$ cat src/rtl/psum_ofifo_if.sv
// Handshake bundle between the MAC column array, psum_ofifo and the readout stage.
// master drives psums/strobes/pop; slave is the collector itself.
interface psum_ofifo_if #(
   parameter int unsigned col     = 8,
   parameter int unsigned bw_psum = 22
);
   logic [col*bw_psum-1:0] in;
   logic [col-1:0]         wr;
   logic                   rd;
   logic [col*bw_psum-1:0] out;
   logic                   o_valid;
   logic                   o_full;
   logic                   o_ready;
   logic                   o_overflow;
   logic                   o_underflow;

   modport master (
      output in, wr, rd,
      input  out, o_valid, o_full, o_ready, o_overflow, o_underflow
   );

   modport slave (
      input  in, wr, rd,
      output out, o_valid, o_full, o_ready, o_overflow, o_underflow
   );
endinterface

$ cat src/rtl/psum_ofifo.sv
// Output collector behind the MAC column array. One independent FIFO lane per column
// absorbs the staggered per-column psum writes; a row is popped only when every lane has
// data, so the readout stage always sees one aligned psum per column.
module psum_ofifo #(
   parameter int unsigned col      = 8,
   parameter int unsigned bw_psum  = 22,
   parameter int unsigned depth    = 16,
   parameter int unsigned lg_depth = 4
) (
   input logic        clk,
   input logic        reset,
   psum_ofifo_if.slave bus
);

   typedef logic [lg_depth:0] ptr_t;

   // Extra MSB on the pointers distinguishes full from empty when the low bits match.
   ptr_t                   wr_ptr_q [col];
   ptr_t                   rd_ptr_q [col];
   logic [bw_psum-1:0]     mem_q    [col][depth];
   logic [col*bw_psum-1:0] out_q;
   logic                   overflow_q;
   logic                   underflow_q;

   logic [col-1:0] empty;
   logic [col-1:0] full;
   logic [col-1:0] wr_acc;
   logic [col-1:0] wr_drop;
   logic           valid;
   logic           rd_acc;

   // Per-lane occupancy status and write acceptance, from pointers only.
   always_comb begin
      empty   = '0;
      full    = '0;
      wr_acc  = '0;
      wr_drop = '0;
      for (int i = 0; i < col; i++) begin
         empty[i] = (wr_ptr_q[i] == rd_ptr_q[i]);
         full[i]  = (wr_ptr_q[i][lg_depth-1:0] == rd_ptr_q[i][lg_depth-1:0]) &&
                    (wr_ptr_q[i][lg_depth] != rd_ptr_q[i][lg_depth]);
      end
      valid  = ~|empty;
      rd_acc = bus.rd & valid;
      for (int i = 0; i < col; i++) begin
         // A full lane still takes the write when the same cycle pops its head.
         wr_acc[i]  = bus.wr[i] & (~full[i] | rd_acc);
         wr_drop[i] = bus.wr[i] & full[i] & ~rd_acc;
      end
   end

   // Pointers, registered output row and sticky error flags.
   always_ff @(posedge clk or negedge reset) begin
      if (!reset) begin
         for (int i = 0; i < col; i++) begin
            wr_ptr_q[i] <= '0;
            rd_ptr_q[i] <= '0;
         end
         out_q       <= '0;
         overflow_q  <= 1'b0;
         underflow_q <= 1'b0;
      end else begin
         for (int i = 0; i < col; i++) begin
            if (wr_acc[i]) wr_ptr_q[i] <= wr_ptr_q[i] + ptr_t'(1);
            if (rd_acc) begin
               rd_ptr_q[i] <= rd_ptr_q[i] + ptr_t'(1);
               out_q[i*bw_psum +: bw_psum] <= mem_q[i][rd_ptr_q[i][lg_depth-1:0]];
            end
         end
         if (|wr_drop) overflow_q <= 1'b1;
         if (bus.rd && !valid) underflow_q <= 1'b1;
      end
   end

   // Lane storage; deliberately not reset, contents are qualified by the pointers.
   always_ff @(posedge clk) begin
      for (int i = 0; i < col; i++) begin
         if (wr_acc[i]) mem_q[i][wr_ptr_q[i][lg_depth-1:0]] <= bus.in[i*bw_psum +: bw_psum];
      end
   end

   assign bus.out         = out_q;
   assign bus.o_valid     = valid;
   assign bus.o_full      = |full;
   assign bus.o_ready     = ~|full;
   assign bus.o_overflow  = overflow_q;
   assign bus.o_underflow = underflow_q;

endmodule

$ cat src/flat_wrapper.sv
// flat-port wrapper written by rule: the top's interface ports become plain ports
module psum_ofifo_flat 
#(
   parameter int unsigned col      = 8,
   parameter int unsigned bw_psum  = 22,
   parameter int unsigned depth    = 16,
   parameter int unsigned lg_depth = 4
)
  (clk, reset, bus_in, bus_wr, bus_rd, bus_out, bus_o_valid, bus_o_full, bus_o_ready, bus_o_overflow, bus_o_underflow);
  psum_ofifo_if #(.col(col), .bw_psum(bw_psum)) bus_i ();
  input logic clk;
  input logic reset;
  input wire logic [$bits(bus_i.in)-1:0] bus_in;
  input wire logic [$bits(bus_i.wr)-1:0] bus_wr;
  input wire logic [$bits(bus_i.rd)-1:0] bus_rd;
  output wire logic [$bits(bus_i.out)-1:0] bus_out;
  output wire logic [$bits(bus_i.o_valid)-1:0] bus_o_valid;
  output wire logic [$bits(bus_i.o_full)-1:0] bus_o_full;
  output wire logic [$bits(bus_i.o_ready)-1:0] bus_o_ready;
  output wire logic [$bits(bus_i.o_overflow)-1:0] bus_o_overflow;
  output wire logic [$bits(bus_i.o_underflow)-1:0] bus_o_underflow;
  assign bus_i.in = bus_in;
  assign bus_i.wr = bus_wr;
  assign bus_i.rd = bus_rd;
  assign bus_out = bus_i.out;
  assign bus_o_valid = bus_i.o_valid;
  assign bus_o_full = bus_i.o_full;
  assign bus_o_ready = bus_i.o_ready;
  assign bus_o_overflow = bus_i.o_overflow;
  assign bus_o_underflow = bus_i.o_underflow;
  psum_ofifo #(.col(col), .bw_psum(bw_psum), .depth(depth), .lg_depth(lg_depth)) u_core (.clk(clk), .reset(reset), .bus(bus_i));
endmodule
$ cat config.mk
export PLATFORM = sky130hd
export DESIGN_NAME = psum_ofifo_flat
export DESIGN_NICKNAME = d
export VERILOG_FILES = /design/src/rtl/psum_ofifo_if.sv /design/src/rtl/psum_ofifo.sv /design/src/flat_wrapper.sv
export SDC_FILE = /design/constraint.sdc
export NUM_CORES = 2
export LEC_CHECK = 0
export ABC_AREA = 0
export CAP_MARGIN = 20
export CORE_MARGIN = 2
export CORE_UTILIZATION = 45
export DETAILED_ROUTE_END_ITERATION = 16
export PLACE_DENSITY = 0.64
export SYNTH_ARGS = -nofsm -noshare
export SYNTH_HDL_FRONTEND = slang
export SYNTH_SLANG_ARGS = --single-unit
$ cat constraint.sdc
create_clock -name clk -period 9.8 [get_ports clk]
set_clock_uncertainty 0.2 [all_clocks]
set_input_delay 0.98 -clock clk [delete_from_list [all_inputs] [get_ports clk]]
set_output_delay 0.98 -clock clk [all_outputs]
set_load 0.01 [all_outputs]
==> impl_metrics.env <==
export IMPL_status="complete, no violations"
export IMPL_drt_iter0_markers=5600
export IMPL_avgViaCountPerCell=5.73
export IMPL_max_cap_viol_count=0
export IMPL_r2r_end="u_core.mem_q[0][1025]"
export IMPL_cp_required_ns=8.62
export IMPL_synth_area_leaders="edfxtp_1 72%, mux4_2 17%, dfrtp_1 5.5%"
export IMPL_path_cells="xor2_1, nor4_1, and2_1, nor4_1, nand2_1, inv_1, clkdlybuf4s50_1"
export IMPL_min_path_cells=1
export IMPL_hold_path_class="reg -> reg"
export IMPL_place_congestion=0.764
export IMPL_num_vias=53700
export IMPL_nets=5838
export IMPL_first_global_vias=55600
export IMPL_syn_area_per_cell_sq_um=23.5
export IMPL_reg2reg_slack_ns=4.81
export IMPL_cts_buffers=333
export IMPL_grtUsageTotal=0.194
export IMPL_port_buffers=367
export IMPL_ctsHtreeMaxLevel=5
export IMPL_worst_path_buf_inv=2
export IMPL_die_h_um=516
export IMPL_cp_max_fo=46
export IMPL_crit_type="reg -> out"
export IMPL_grt_ovfl_total=0
export IMPL_fmax_mhz=173
export IMPL_ys_flop_type="edfxtp_1"
export IMPL_antenna_found_initial=47
export IMPL_fin_crit_sh=0.588
export IMPL_power_density_nw_per_um2=303
export IMPL_drc_errors=0
export IMPL_hpwl_um=152000
export IMPL_yosysMostFrequentCell="edfxtp_1"
export IMPL_cts_tree="done"
export IMPL_drv_slew=0
export IMPL_syn_num_nets=5231
export IMPL_cts_hold_buf=1
export IMPL_ir_worst_vdd_v=0.000470
export IMPL_clk_latency_ns=0.95
export IMPL_cp_top_family="simple AND/OR/NAND/NOR gates"
export IMPL_synth_top_area_share=0.718
export IMPL_cts_sinks=3074
export IMPL_area_growth_pct=16.5
export IMPL_ios=368
export IMPL_wl_um=258000
export IMPL_rsz0062_at_grt="false"
export IMPL_synthCells=5004
export IMPL_cp_slowest_stage_delay_ns=1.03
export IMPL_final_setup_tns_ns=0
export IMPL_synth_edf_count=2816
export IMPL_start_util=0.453
export IMPL_path_clk_slew_ns=0.05
export IMPL_die_w_um=516
export IMPL_worstReg2RegStart="u_core.rd_ptr_q[32]"
export IMPL_first_pass_iters=6
export IMPL_yosysTopAreaCell="edfxtp_1"
export IMPL_yosysSeqAreaShare=0.772
export IMPL_min_to="u_core.bus.out[44]"
export IMPL_cp_start_kind="flop"
export IMPL_power_leakage_nw=43.6
export IMPL_worst_path_most_repeated_cell="nor4_1"
export IMPL_cp_arrival_ns=4.59
export IMPL_setup_viol=0
export IMPL_synth_warning_count=0
export IMPL_fillers=19700
export IMPL_die_area_sq_um=266000
export IMPL_num_rows=187
export IMPL_core_sq_um=260000
export IMPL_hold_viol_final=0
export IMPL_synth_seq_cells=3074
export IMPL_synth_top_cells_by_count="2816 x edfxtp_1, 880 x mux4_2, 258 x dfrtp_1, 159 x clkbuf_1, 108 x nor3_1"
export IMPL_holdWs_ns=0.279
export IMPL_cts_setup_buffers=0
export IMPL_reg2reg_depth=9
export IMPL_grt_pass1_wl_um=379000
export IMPL_ant_nets=0
export IMPL_ys_types=42
export IMPL_root_buffer="clkbuf_16"
export IMPL_cts_path_max_buffers=4
export IMPL_worst_pin_slew_ns=1.14
export IMPL_cp_slowest_cell="dfrtp_4"
export IMPL_ctsResizeCount=0
export IMPL_hp_start="u_core.bus.out[44]"
export IMPL_layout_drive_gt1_share=0.304
export IMPL_synth_area_sq_um=118000
export IMPL_finalCriticalPeriod_ns=5.77
export IMPL_async_flop_share=0.0839
export IMPL_end_kind="primary output"
export IMPL_slew_headroom=0.239
export IMPL_grt_max_degree=136
export IMPL_routedWlPerCell_um=27.5
-- sequential cells by signal, summed over array words and instances, names as in the netlist --
| register | count |
|---|---|
| u_core.bus.out | 176 |
| u_core.bus.o_underflow | 1 |
| u_core.bus.o_overflow | 1 |
| u_core.mem_q | 2816 |
| u_core.wr_ptr_q | 40 |
| u_core.rd_ptr_q | 40 |
-- stage by stage --
stage	utilization	area [sq um]	setup slack [ns]	total power, mW	cells
2_1_floorplan	-	118000	4.92	25.6	5004
3_3_place_gp	0.488	127000	4.53	30.0	8759
5_1_grt	0.528	137000	3.72	43.5	9372
6_report	0.528	137000	4.03	41.6	9374
4_1_cts	0.528	137000	3.87	42.2	9353
3_5_place_dp	0.488	127000	4.47	30.3	8760
-- power by group --
group	internal, mW	switching (mW)	leakage [nW]	total [mW]
combinational	6.13	6.05	10.2	12.2
clock	7.01	4.87	5.03	11.9
sequential	16.2	1.41	28.4	17.6
total	29.3	12.3	43.6	41.6
-- final cells by class --
type	instances	area, sq um	share of cell area
inverter	32	123	0.000893
clock inverter	141	1250	0.00913
timing repair buffer	560	5220	0.0380
tap	3496	4370	0.0319
sequential	3074	91100	0.663
antenna	10	25.0	0.000182
clock buffer	451	9060	0.0660
multi-input combinational	1610	26200	0.191
-- how the worst max path moves through the flow --
stage	end	slack, ns	cells after the start	from
2_1_floorplan	u_core.mem_q[1][100]	4.92	9	u_core.rd_ptr_q[31]
3_3_place_gp	u_core.mem_q[0][1004]	4.53	10	u_core.rd_ptr_q[5]
3_5_place_dp	u_core.mem_q[0][985]	4.47	10	u_core.rd_ptr_q[5]
4_1_cts	bus_o_valid	3.87	7	u_core.rd_ptr_q[5]
5_1_grt	bus_o_ready	3.72	7	u_core.rd_ptr_q[30]
6_report	bus_o_ready	4.03	7	u_core.rd_ptr_q[30]
-- metal layers --
metal,share of wire,track usage,wire (um)
met1,0.43,0.281,111000
met2,0.48,0.301,123000
met3,0.064,0.0399,16600
met4,0.026,0.0552,6620
met5,0.00070,0,180
-- worst reg2reg max path: stages, from the launching register on --
cell and delay, ns:
dfrtp_2 1.05, xor2_1 0.24, nor4_1 0.16, a22o_1 0.29
or4_4 0.55, inv_4 0.42, a21boi_2 0.21, buf_4 0.28
nor4_2 0.87, buf_4 0.39
-- cells in the final DEF, fill, tap and decap left out, types with 9 or more instances in the layout --
| cell | n |
|---|---|
| buf_4 | 181 |
| bufinv_16 | 21 |
| clkbuf_1 | 93 |
| clkbuf_16 | 336 |
| clkbuf_8 | 22 |
| clkdlybuf4s50_1 | 365 |
| clkinv_1 | 52 |
| clkinv_2 | 46 |
| dfrtp_1 | 234 |
| dfrtp_4 | 16 |
| diode_2 | 10 |
| edfxtp_1 | 2816 |
| ha_1 | 40 |
| inv_1 | 30 |
| inv_6 | 9 |
| mux2_1 | 96 |
| mux2_2 | 88 |
| mux4_2 | 880 |
| nand2_1 | 101 |
| nand2b_1 | 17 |
| nand3_1 | 37 |
| nor3_1 | 17 |
| nor3_2 | 91 |
| nor4_2 | 28 |
| o211ai_1 | 32 |
| o21ai_0 | 15 |
| o221ai_1 | 23 |
| or3_1 | 16 |
| xnor2_1 | 32 |
| xor2_1 | 41 |
-- logic make-up (layout without fill, tap and decap cells) --
| family | Yosys count | in the layout | share of synthesized area |
|---|---|---|---|
| flip-flops | 3074 | 3074 | 0.772 |
| multiplexers | 1064 | 1064 | 0.186 |
| other | 0 | 10 | 0 |
| XOR/XNOR | 73 | 73 | 0.00543 |
| AO/OA/AOI/OAI | 88 | 88 | 0.00560 |
| buffers and inverters | 320 | 1184 | 0.0115 |
| AND/OR/NAND/NOR | 345 | 345 | 0.0149 |
| adder cells (fa/ha/maj) | 40 | 40 | 0.00425 |
No activity file was read; power rests on OpenSTA's default activity.
